===== src/rtl/osc_pkg.sv =====
// Shared types and constants for the oscillator scheduler: Q8.24 words, the
// state triple, the FSM encoding and the theta wrap helper used with OSC_SCHED_WRAP_EN.
package osc_pkg;

    typedef logic signed [31:0] q824_t;

    typedef struct packed {
        q824_t theta;
        q824_t y;
        q824_t z;
    } osc_triple_t;

    typedef enum logic [2:0] {
        IDLE,
        ISSUE,
        WAIT,
        COMMIT,
        FINISH
    } osc_state_t;

    localparam q824_t TWO_PI_Q824    = 32'h06487ED5;
    localparam int    DEFAULT_SETTLE = 24;

    // A single correction is enough because one step moves theta by less than 2pi.
    function automatic q824_t wrap_theta(input q824_t t);
        if (t < 0) return t + TWO_PI_Q824;
        if (t >= TWO_PI_Q824) return t - TWO_PI_Q824;
        return t;
    endfunction

endpackage


===== src/rtl/osc_state_ram.sv =====
// N_OSC x 96-bit oscillator state register file: one synchronous write port and
// one combinational read port, cleared by reset.
module osc_state_ram
    import osc_pkg::*;
#(
    parameter int N_OSC = 4,
    parameter int IDX_W = 2
) (
    input  logic             slow_clk,
    input  logic             rst,
    input  logic             we,
    input  logic [IDX_W-1:0] waddr,
    input  osc_triple_t      wdata,
    input  logic [IDX_W-1:0] raddr,
    output osc_triple_t      rdata
);

    osc_triple_t mem [N_OSC];

    // NOTE: every slot has a reset value, so this maps to flops rather than a RAM macro.
    always_ff @(posedge slow_clk or posedge rst) begin
        if (rst) begin
            for (int i = 0; i < N_OSC; i++) mem[i] <= '0;
        end else if (we && int'(waddr) < N_OSC) begin
            mem[waddr] <= wdata;
        end
    end

    assign rdata = (int'(raddr) < N_OSC) ? mem[raddr] : '0;

endmodule


===== src/rtl/oscillator_scheduler.sv =====
// Time-multiplexes N_OSC Q8.24 oscillators through one external step datapath.
// Define OSC_SCHED_WRAP_EN to wrap each committed theta into [0, 2pi).
module oscillator_scheduler
    import osc_pkg::*;
#(
    parameter  int N_OSC  = 4,
    parameter  int SETTLE = DEFAULT_SETTLE,
    localparam int IDX_W  = (N_OSC > 1) ? $clog2(N_OSC) : 1
) (
    input  logic             slow_clk,
    input  logic             rst,
    input  logic             start,
    input  logic [15:0]      num_steps,
    input  logic             abort,
    input  logic             load_we,
    input  logic [IDX_W-1:0] load_idx,
    input  logic [31:0]      load_theta,
    input  logic [31:0]      load_y,
    input  logic [31:0]      load_z,
    output logic [31:0]      dp_theta,
    output logic [31:0]      dp_y,
    output logic [31:0]      dp_z,
    output logic [31:0]      dp_n,
    input  logic [31:0]      dp_theta1,
    input  logic [31:0]      dp_y1,
    input  logic [31:0]      dp_z1,
    output logic             busy,
    output logic             done,
    output logic             out_valid,
    output logic [IDX_W-1:0] out_idx,
    output logic [31:0]      out_theta,
    output logic [31:0]      out_y,
    output logic [31:0]      out_z
);

    localparam int CNT_W = (SETTLE > 1) ? $clog2(SETTLE) : 1;

    osc_state_t       state;
    logic [15:0]      num_steps_q;
    logic [15:0]      step;
    logic [15:0]      step_inc;
    logic [IDX_W-1:0] idx;
    logic [CNT_W-1:0] settle_cnt;
    logic             last_idx;

    osc_triple_t      rd_triple;
    osc_triple_t      commit_triple;
    osc_triple_t      wr_triple;
    logic             load_sel;
    logic             wr_en;
    logic [IDX_W-1:0] wr_idx;
    q824_t            commit_theta;

`ifdef OSC_SCHED_WRAP_EN
    assign commit_theta = wrap_theta(dp_theta1);
`else
    assign commit_theta = dp_theta1;
`endif

    assign commit_triple = '{theta: commit_theta, y: dp_y1, z: dp_z1};

    // Loads only land in IDLE; an abort in COMMIT suppresses the write.
    assign load_sel  = (state == IDLE) && load_we;
    assign wr_en     = load_sel || ((state == COMMIT) && !abort);
    assign wr_idx    = load_sel ? load_idx : idx;
    assign wr_triple = load_sel ? '{theta: load_theta, y: load_y, z: load_z} : commit_triple;

    assign last_idx = (idx == IDX_W'(N_OSC - 1));
    assign step_inc = step + 16'd1;

    osc_state_ram #(
        .N_OSC (N_OSC),
        .IDX_W (IDX_W)
    ) u_state_ram (
        .slow_clk (slow_clk),
        .rst      (rst),
        .we       (wr_en),
        .waddr    (wr_idx),
        .wdata    (wr_triple),
        .raddr    (idx),
        .rdata    (rd_triple)
    );

    // NOTE: non-blocking updates throughout, so every branch sees pre-edge state.
    always_ff @(posedge slow_clk or posedge rst) begin
        if (rst) begin
            state       <= IDLE;
            num_steps_q <= '0;
            step        <= '0;
            idx         <= '0;
            settle_cnt  <= '0;
            busy        <= 1'b0;
            done        <= 1'b0;
            out_valid   <= 1'b0;
            out_idx     <= '0;
            out_theta   <= '0;
            out_y       <= '0;
            out_z       <= '0;
            dp_theta    <= '0;
            dp_y        <= '0;
            dp_z        <= '0;
            dp_n        <= '0;
        end else begin
            done      <= 1'b0;
            out_valid <= 1'b0;
            if (state != IDLE && abort) begin
                state <= IDLE;
                busy  <= 1'b0;
            end else begin
                case (state)
                    IDLE: begin
                        if (start) begin
                            num_steps_q <= num_steps;
                            idx         <= '0;
                            step        <= '0;
                            busy        <= 1'b1;
                            state       <= (num_steps == 16'd0) ? FINISH : ISSUE;
                        end
                    end
                    ISSUE: begin
                        dp_theta   <= rd_triple.theta;
                        dp_y       <= rd_triple.y;
                        dp_z       <= rd_triple.z;
                        dp_n       <= {step[7:0], 24'h000000};
                        settle_cnt <= CNT_W'(SETTLE - 1);
                        state      <= WAIT;
                    end
                    WAIT: begin
                        if (settle_cnt == '0) state <= COMMIT;
                        else settle_cnt <= settle_cnt - 1'b1;
                    end
                    COMMIT: begin
                        out_valid <= 1'b1;
                        out_idx   <= idx;
                        out_theta <= commit_theta;
                        out_y     <= dp_y1;
                        out_z     <= dp_z1;
                        if (last_idx) begin
                            idx   <= '0;
                            step  <= step_inc;
                            state <= (step_inc == num_steps_q) ? FINISH : ISSUE;
                        end else begin
                            idx   <= idx + 1'b1;
                            state <= ISSUE;
                        end
                    end
                    FINISH: begin
                        done  <= 1'b1;
                        busy  <= 1'b0;
                        state <= IDLE;
                    end
                    default: state <= IDLE;
                endcase
            end
        end
    end

endmodule


===== config.mk =====
export PLATFORM = sky130hd
export DESIGN_NAME = oscillator_scheduler
export DESIGN_NICKNAME = d
export VERILOG_FILES = /design/src/rtl/osc_pkg.sv /design/src/rtl/osc_state_ram.sv /design/src/rtl/oscillator_scheduler.sv
export SDC_FILE = /design/constraint.sdc
export NUM_CORES = 1
export LEC_CHECK = 0
export BUFFER_PORTS_ARGS = -buffer_cell sky130_fd_sc_hd__buf_2
export CAP_MARGIN = 30
export CORE_UTILIZATION = 35
export DETAILED_ROUTE_END_ITERATION = 10
export PLACE_DENSITY = 0.53
export SETUP_SLACK_MARGIN = 0.4
export SYNTH_ARGS = -nofsm -noshare
export SYNTH_HDL_FRONTEND = slang
export SYNTH_SLANG_ARGS = --single-unit

===== constraint.sdc =====
create_clock -name slow_clk -period 32.9 [get_ports slow_clk]
set_input_delay 6.58 -clock slow_clk [delete_from_list [all_inputs] [get_ports slow_clk]]
set_output_delay 6.58 -clock slow_clk [all_outputs]
set_load 0.005 [all_outputs]

### After elaboration in Yosys (flattened, before gate mapping)

Index checks and enable logic that the tools add are counted.

| word-level totals | value |
|---|---|
| bits in registers | 631 |
| input port bits | 215 |
| word-level logic and storage cells | 99 |

| operators by class | value |
|---|---|
| $add $sub $neg | 3 |
| magnitude comparators | 3 |
| equal/unequal tests | 11 |
| multiplexer cells | 30 |
| bitwise gates (word level) | 3 |
| reductions and logical operators | 21 |

Operator list:

| cell | number |
|---|---|
| $bwmux 384 | 1 |
| $mux 96 | 4 |
| $bmux 96 s2 | 1 |
| $demux 96 s2 | 1 |
| $mux 16 | 2 |
| $pmux 16 s2 | 1 |
| $mux 3 | 6 |
| $add 16x1->16 const B | 1 |
| $eq 16x16->1 | 1 |
| $logic_not 16->1 | 1 |
| $pmux 3 s4 | 1 |
| $pmux 5 s2 | 1 |
| $reduce_and 3->1 | 3 |
| $reduce_and 2->1 | 4 |
| $eq 3x2->1 const B | 2 |
| $ge 3x3->1 const B | 2 |
| $mux 1 | 6 |
| $mux 2 | 3 |
| $ne 2x2->1 const B | 3 |
| $not 2->3 | 2 |
| $reduce_bool 3->1 | 2 |
| $logic_not 5->1 | 1 |
| $mux 5 | 1 |
| $sub 5x1->5 const B | 1 |
| other kinds (16) | 20 |

### Logic depth before layout (Yosys ltp)

| depth | value |
|---|---|
| word-level depth | 9 |
| depth in mapped cells | 10 |

### Modules after synthesis

Synthesis repeated with hierarchy kept, for this count alone.

| second synthesis, totals | value |
|---|---|
| cells, all modules | 1,812 |
| area total of the unflattened synthesis | 27,964.3 sq um |

Modules (own cells, without submodules):

| module | times used | cells each | area each (sq um) | seq. area each (sq um) |
|---|---|---|---|---|
| osc_state_ram | 1 | 931 | 16,470.8 | 9,609.2 |
| oscillator_scheduler | 1 | 881 | 11,493.5 | 6,180.9 |

### Worst setup path before layout

No wires, ideal clock.

| timing path | value |
|---|---|
| kind | in2reg |
| start | in abort |
| end | reg dp_theta[20] |
| data arrival time | 7,818 ps |
| setup slack | 24,957 ps |
| cell stages on the path | 6 |
| path buffers | 2 |
| path through | nor2_2 nand2_1 nor2_1 buf_2 buf_2 mux2_2 |

| between the ends | value |
|---|---|
| longest elaborated chain between the ends | 3 |

Ends and longest elaborated chain:

| element | line | text |
|---|---|---|
| start: declaration | oscillator_scheduler.sv:14 | `input logic abort,` |
| $logic_and 1x1->1 | oscillator_scheduler.sv:106 | `if (state != IDLE && abort) begin` |
| $not 1->1 (no line) | -- |  |
| $reduce_and 2->1 (no line) | -- |  |
| end signal: assignment | oscillator_scheduler.sv:121 | `dp_theta <= rd_triple.theta;` |
| end: declaration | oscillator_scheduler.sv:20 | `output logic [31:0] dp_theta,` |

Every way passes these cells.
A chain may end at the register's enable or synchronous reset.

### Final worst setup path

| timing path | value |
|---|---|
| start | in abort |
| end | reg u_state_ram.mem[0] in the netlist's numbering |

| between the ends | value |
|---|---|
| longest elaborated chain between the ends | 3 |

Ends and longest elaborated chain:

| element | line | text |
|---|---|---|
| $logic_not 1->1 | oscillator_scheduler.sv:64 | `assign wr_en = load_sel \|\| ((state == COMMIT) && !abort);` |
| $logic_and 1x1->1 | oscillator_scheduler.sv:64 |  |
| $logic_or 1x1->1 | oscillator_scheduler.sv:64 |  |
| end signal: indexed assignment | osc_state_ram.sv:25 | `mem[waddr] <= wdata;` |
| end: declaration | osc_state_ram.sv:18 | `osc_triple_t mem [N_OSC];` |

Every way passes these cells.

==> results.md <==
Outcome:
- The flow ran to the end, and the final reports show no timing, DRC or antenna violations.

Clock tree:
- The number of hold buffers added after CTS was 0.
- CTS built an H-tree with a depth of 3.
- No sink is reached through more buffers than the 3 on the longest clock path.
- The clock transition at the register clock pins on the worst setup and hold paths after CTS is 60 ps.
- The clock sink count is ~630.
- At the later pin of the worst-skew pair, clock insertion delay measures ~600 ps.
- In this run, CTS created clock tree buffers numbering a little over 70.
- The number of resized instances in the post-cts repair step is 0.
- The clock tree root buffer cell is sky130_fd_sc_hd__clkbuf_16.
- The number of post-CTS setup repair buffers is 0.
- The TritonCTS clock tree is yes.

Logic synthesis:
- Counting flops with an async set or reset pin after synthesis yields a share of 100%.
- Sorting the synthesized cells by how often they occur yields sky130_fd_sc_hd__dfrtp_1 (631), sky130_fd_sc_hd__nor2_1 (403), sky130_fd_sc_hd__a21oi_1 (392).
- In this run, synthesis produced a sequential element count of 631.
- The cell type with the largest total area after synthesis is sky130_fd_sc_hd__dfrtp_1.
- In this run the mean area of a mapped cell was ~11 um^2.
- During synthesis, Yosys emitted a total of 0 warnings.
- In the post-synthesis netlist, the biggest area contributors are sky130_fd_sc_hd__dfrtp_1 (58%), sky130_fd_sc_hd__mux4_2 (8.0%), sky130_fd_sc_hd__a21oi_1 (7.2%).
- The proportion of synthesized chip area in sequential cells is a little under 60%.
- The dominant synthesized flop cell is sky130_fd_sc_hd__dfrtp_1.
- The count of distinct cell types in the synthesized netlist is 51.
- The number of enable-type register cells in the synthesized netlist is 0.
- The cell area after technology mapping is 0.0271 mm^2.
- Summed over its instances, the top area cell type makes up 58.2% of the synthesized netlist area.
- Counting every instance in the synthesized netlist gives 2,410.
- In the post-synthesis netlist, the cell with the most instances is sky130_fd_sc_hd__dfrtp_1.

Worst setup path:
- By startpoint and endpoint, the worst setup path is classified as input pin to register.
- STA classifies the critical path endpoint as a register.
- The worst register-to-register path has a depth of 7.
- Data on the critical path arrives at its endpoint at ~10,000 ps.
- The largest driver fanout on the critical path is 76.
- The critical path launch point type is an input pin.
- The worst endpoint required time is between 30,000 and 40,000 ps.
- For this design, the slowest cell found on the critical path is sky130_fd_sc_hd__buf_4.
- Traced cell by cell, the critical path runs through buf_2 -> nor2_2 -> nand3_4 -> inv_4 -> nand2_1 -> o22ai_4 -> buf_4 -> buf_4 -> nor2_1 -> a21oi_1.
- The cell with the most instances on the worst path is sky130_fd_sc_hd__buf_4.
- The worst setup slack for register-to-register paths is 28,950 ps.
- The maximum single-stage delay on the critical path is 720 ps.

Global route:
- The number of antenna violations at the first check in global routing is 5.
- The total routing resource utilization after global routing is 18.5%.
- The first global-routing pass estimated 113,000 um of wire.
- The number of global-route vias before repair is 19,621.
- Entering global routing, the biggest net connects 94 pins.
- The overflow left after global routing is 0.

Final layout:
- Cells fill 42.7% of the core in the end.
- The storage element area is 0.0158 mm^2.
- The fill cell instance count of the final layout is 7,304.
- The antenna cell count is 0.
- The synthesis-to-finish area growth is 20.2%.
- The total area of multi-input combinational cells is 0.0104 mm^2.
- The net count of the finished layout is 2,992.
- The fraction of layout instances using a drive strength above 1 is 28.7%.

Timing:
- The smallest clock period supported by the final layout is computed as 9520 ps.
- The max-slew violation total from the final report is 0.
- The post-route fraction of the period consumed by the critical path is between 20% and 30%.
- The worst clock skew on the final layout is around 17 ps.
- Final hold analysis gives a worst-case slack of approximately 470 ps.
- The top achievable clock speed is about 110 MHz.
- In this run the tightest slew margin relative to its limit is 35.6%.
- Setup repair after global routing left no endpoint under its margin.
- Setup total negative slack on the finished layout was measured at 0 ps.
- Setup violations remaining at the end of the flow were counted as 0.
- The slew at the pin closest to its max-slew limit is around 970 ps.
- The final count of hold timing violations is 0.

Die:
- The die span in x is approximately 280 um.
- The die covers 0.0786 mm^2.
- During I/O placement, the number of pins put on the boundary was 444.
- The total number of placement rows is 101.
- The die is 280 um tall.
- The initial utilization of the core area, before any placement, comes to 35.6%.
- The core footprint is 0.0763 mm^2.

Placed design:
- Buffers placed on the I/O ports in this run total 419.
- The half-perimeter wire length after detailed placement is 47,300 um.
- At the end of routability-driven placement, the weighted congestion stood at 0.801.

Route:
- Dividing the detail-routed wire length by the instance count gives 18.7 um.
- Before antenna repair, the detailed router went through 5 iterations.
- The vias after detailed routing is 19,121.
- The count of antenna-violating nets left after detailed routing is 0.
- The starting DRC count in detailed routing is 1,267.
- The mean number of vias per cell is 4.95.
- The post-route DRC violation count is 0.
- Wires add up to 72,000 um.

Worst hold path:
- The worst hold-check path type is register to register.
- Along the worst hold path, the cell count comes to 2.

Job:
- The tool flagged a number of max-cap violations equal to 0.

Pwr:
- In this run the power density over the cells is 95.4 mW/mm^2.
- The static leakage is 14.4 nW.
- The worst-case IR drop observed on VDD is 0.0356 mV.
==> sequential cells by signal (all words and copies together) (netlist names), 8 cells and up <==
signal           count
out_theta           32
dp_y                32
dp_theta            32
step                16
dp_n                 8
dp_z                32
num_steps_q         16
out_y               32
u_state_ram.mem    384
out_z               32
==> worst max-delay path, delay by kind of cell <==
family / cells / cell delay, ps
buffers and inverters: 4 / 1730
and+or+nand+nor: 4 / 1240
AOI/OAI and AO/OA: 2 / 370
==> cells in the final DEF, fill, tap and decap left out, types with 4 or more instances in the layout <==
cell,netlist,layout
sky130_fd_sc_hd__ha_1,4,4
sky130_fd_sc_hd__dfrtp_1,631,629
sky130_fd_sc_hd__clkbuf_16,0,75
sky130_fd_sc_hd__mux2_2,120,120
sky130_fd_sc_hd__mux2i_1,97,97
sky130_fd_sc_hd__a21oi_1,392,392
sky130_fd_sc_hd__nand3_1,13,12
sky130_fd_sc_hd__inv_6,0,5
sky130_fd_sc_hd__clkbuf_1,33,11
sky130_fd_sc_hd__clkinvlp_4,0,4
sky130_fd_sc_hd__xnor2_1,14,14
sky130_fd_sc_hd__o21ai_0,28,28
sky130_fd_sc_hd__conb_1,1,24
sky130_fd_sc_hd__clkinv_2,0,8
sky130_fd_sc_hd__nor4_1,7,7
sky130_fd_sc_hd__nor2_1,403,402
sky130_fd_sc_hd__o31ai_1,4,4
sky130_fd_sc_hd__nor3_1,9,9
sky130_fd_sc_hd__buf_2,82,419
sky130_fd_sc_hd__bufinv_16,0,7
sky130_fd_sc_hd__buf_16,0,10
sky130_fd_sc_hd__nand4_1,8,8
sky130_fd_sc_hd__nor4b_1,4,4
sky130_fd_sc_hd__mux4_2,96,96
sky130_fd_sc_hd__buf_4,60,28
sky130_fd_sc_hd__inv_1,10,8
sky130_fd_sc_hd__and3_1,5,5
sky130_fd_sc_hd__nand2_1,323,323
sky130_fd_sc_hd__xor2_1,12,12
sky130_fd_sc_hd__clkbuf_8,0,18
==> final timing paths <==
| kind | from | endpoint |
|---|---|---|
| setup / recovery | abort | u_state_ram.mem[0] |
| hold / removal | out_theta[25] | out_theta[25] |
| setup reg to reg | idx[0] | u_state_ram.mem[0] |
| hold reg to reg | out_theta[25] | out_theta[25] |
| max in group asynchronous | rst | u_state_ram.mem[193] |
| min in group asynchronous | rst | num_steps_q[5] |
==> layer usage <==
layer / vias up / share of wire (%) / GRT usage [%]
li1: 8942 / - / -
met1: 9593 / 44 / 24.9
met2: 485 / 49 / 30.4
met3: 97 / 5.5 / 3.60
met4: 4 / 1.8 / 5.11
met5: - / 0.024 / 0
==> metrics by stage <==
stage / instances / worst slack [ps] / area [um^2] / power (mW)
6_report: 3859 / 23380 / 32600 / 3.11
5_1_grt: 3859 / 23000 / 32600 / 3.33
4_1_cts: 3855 / 23340 / 32500 / 3.16
3_5_place_dp: 3726 / 22700 / 30000 / 2.30
3_3_place_gp: 3719 / 22800 / 29800 / 2.25
2_1_floorplan: 2433 / 8650 / 27200 / 1.96
==> power breakdown <==
part	switching, mW	leakage (nW)	total (mW)	internal, mW
logic	0.468	5.89	0.940	0.472
clock network	0.323	1.22	0.836	0.513
registers	0.204	7.25	1.34	1.13
total	0.994	14.4	3.11	2.12
==> kinds of logic (layout without fill, tap and decap cells) <==
logic type	Yosys count	after routing	share of synthesized area, %
simple gates	792	792	11.6
flops	631	631	58.2
compound gates	442	442	8.41
mux	313	313	16.5
buf+inv	201	597	4.21
xor+xnor	26	26	0.839
fa+ha+maj	4	4	0.184
other cells	1	24	0.0138
==> area by class of cell <==
cell class / count / area share [%]
sequential: 631 / 48.4
clock inverter: 25 / 1.02
timing repair buffer: 458 / 7.97
clock buffer: 104 / 6.64
tap: 1030 / 3.95
multi-input combinational: 1601 / 31.8
inverter: 10 / 0.146
No activity file was read; power rests on OpenSTA's default activity.
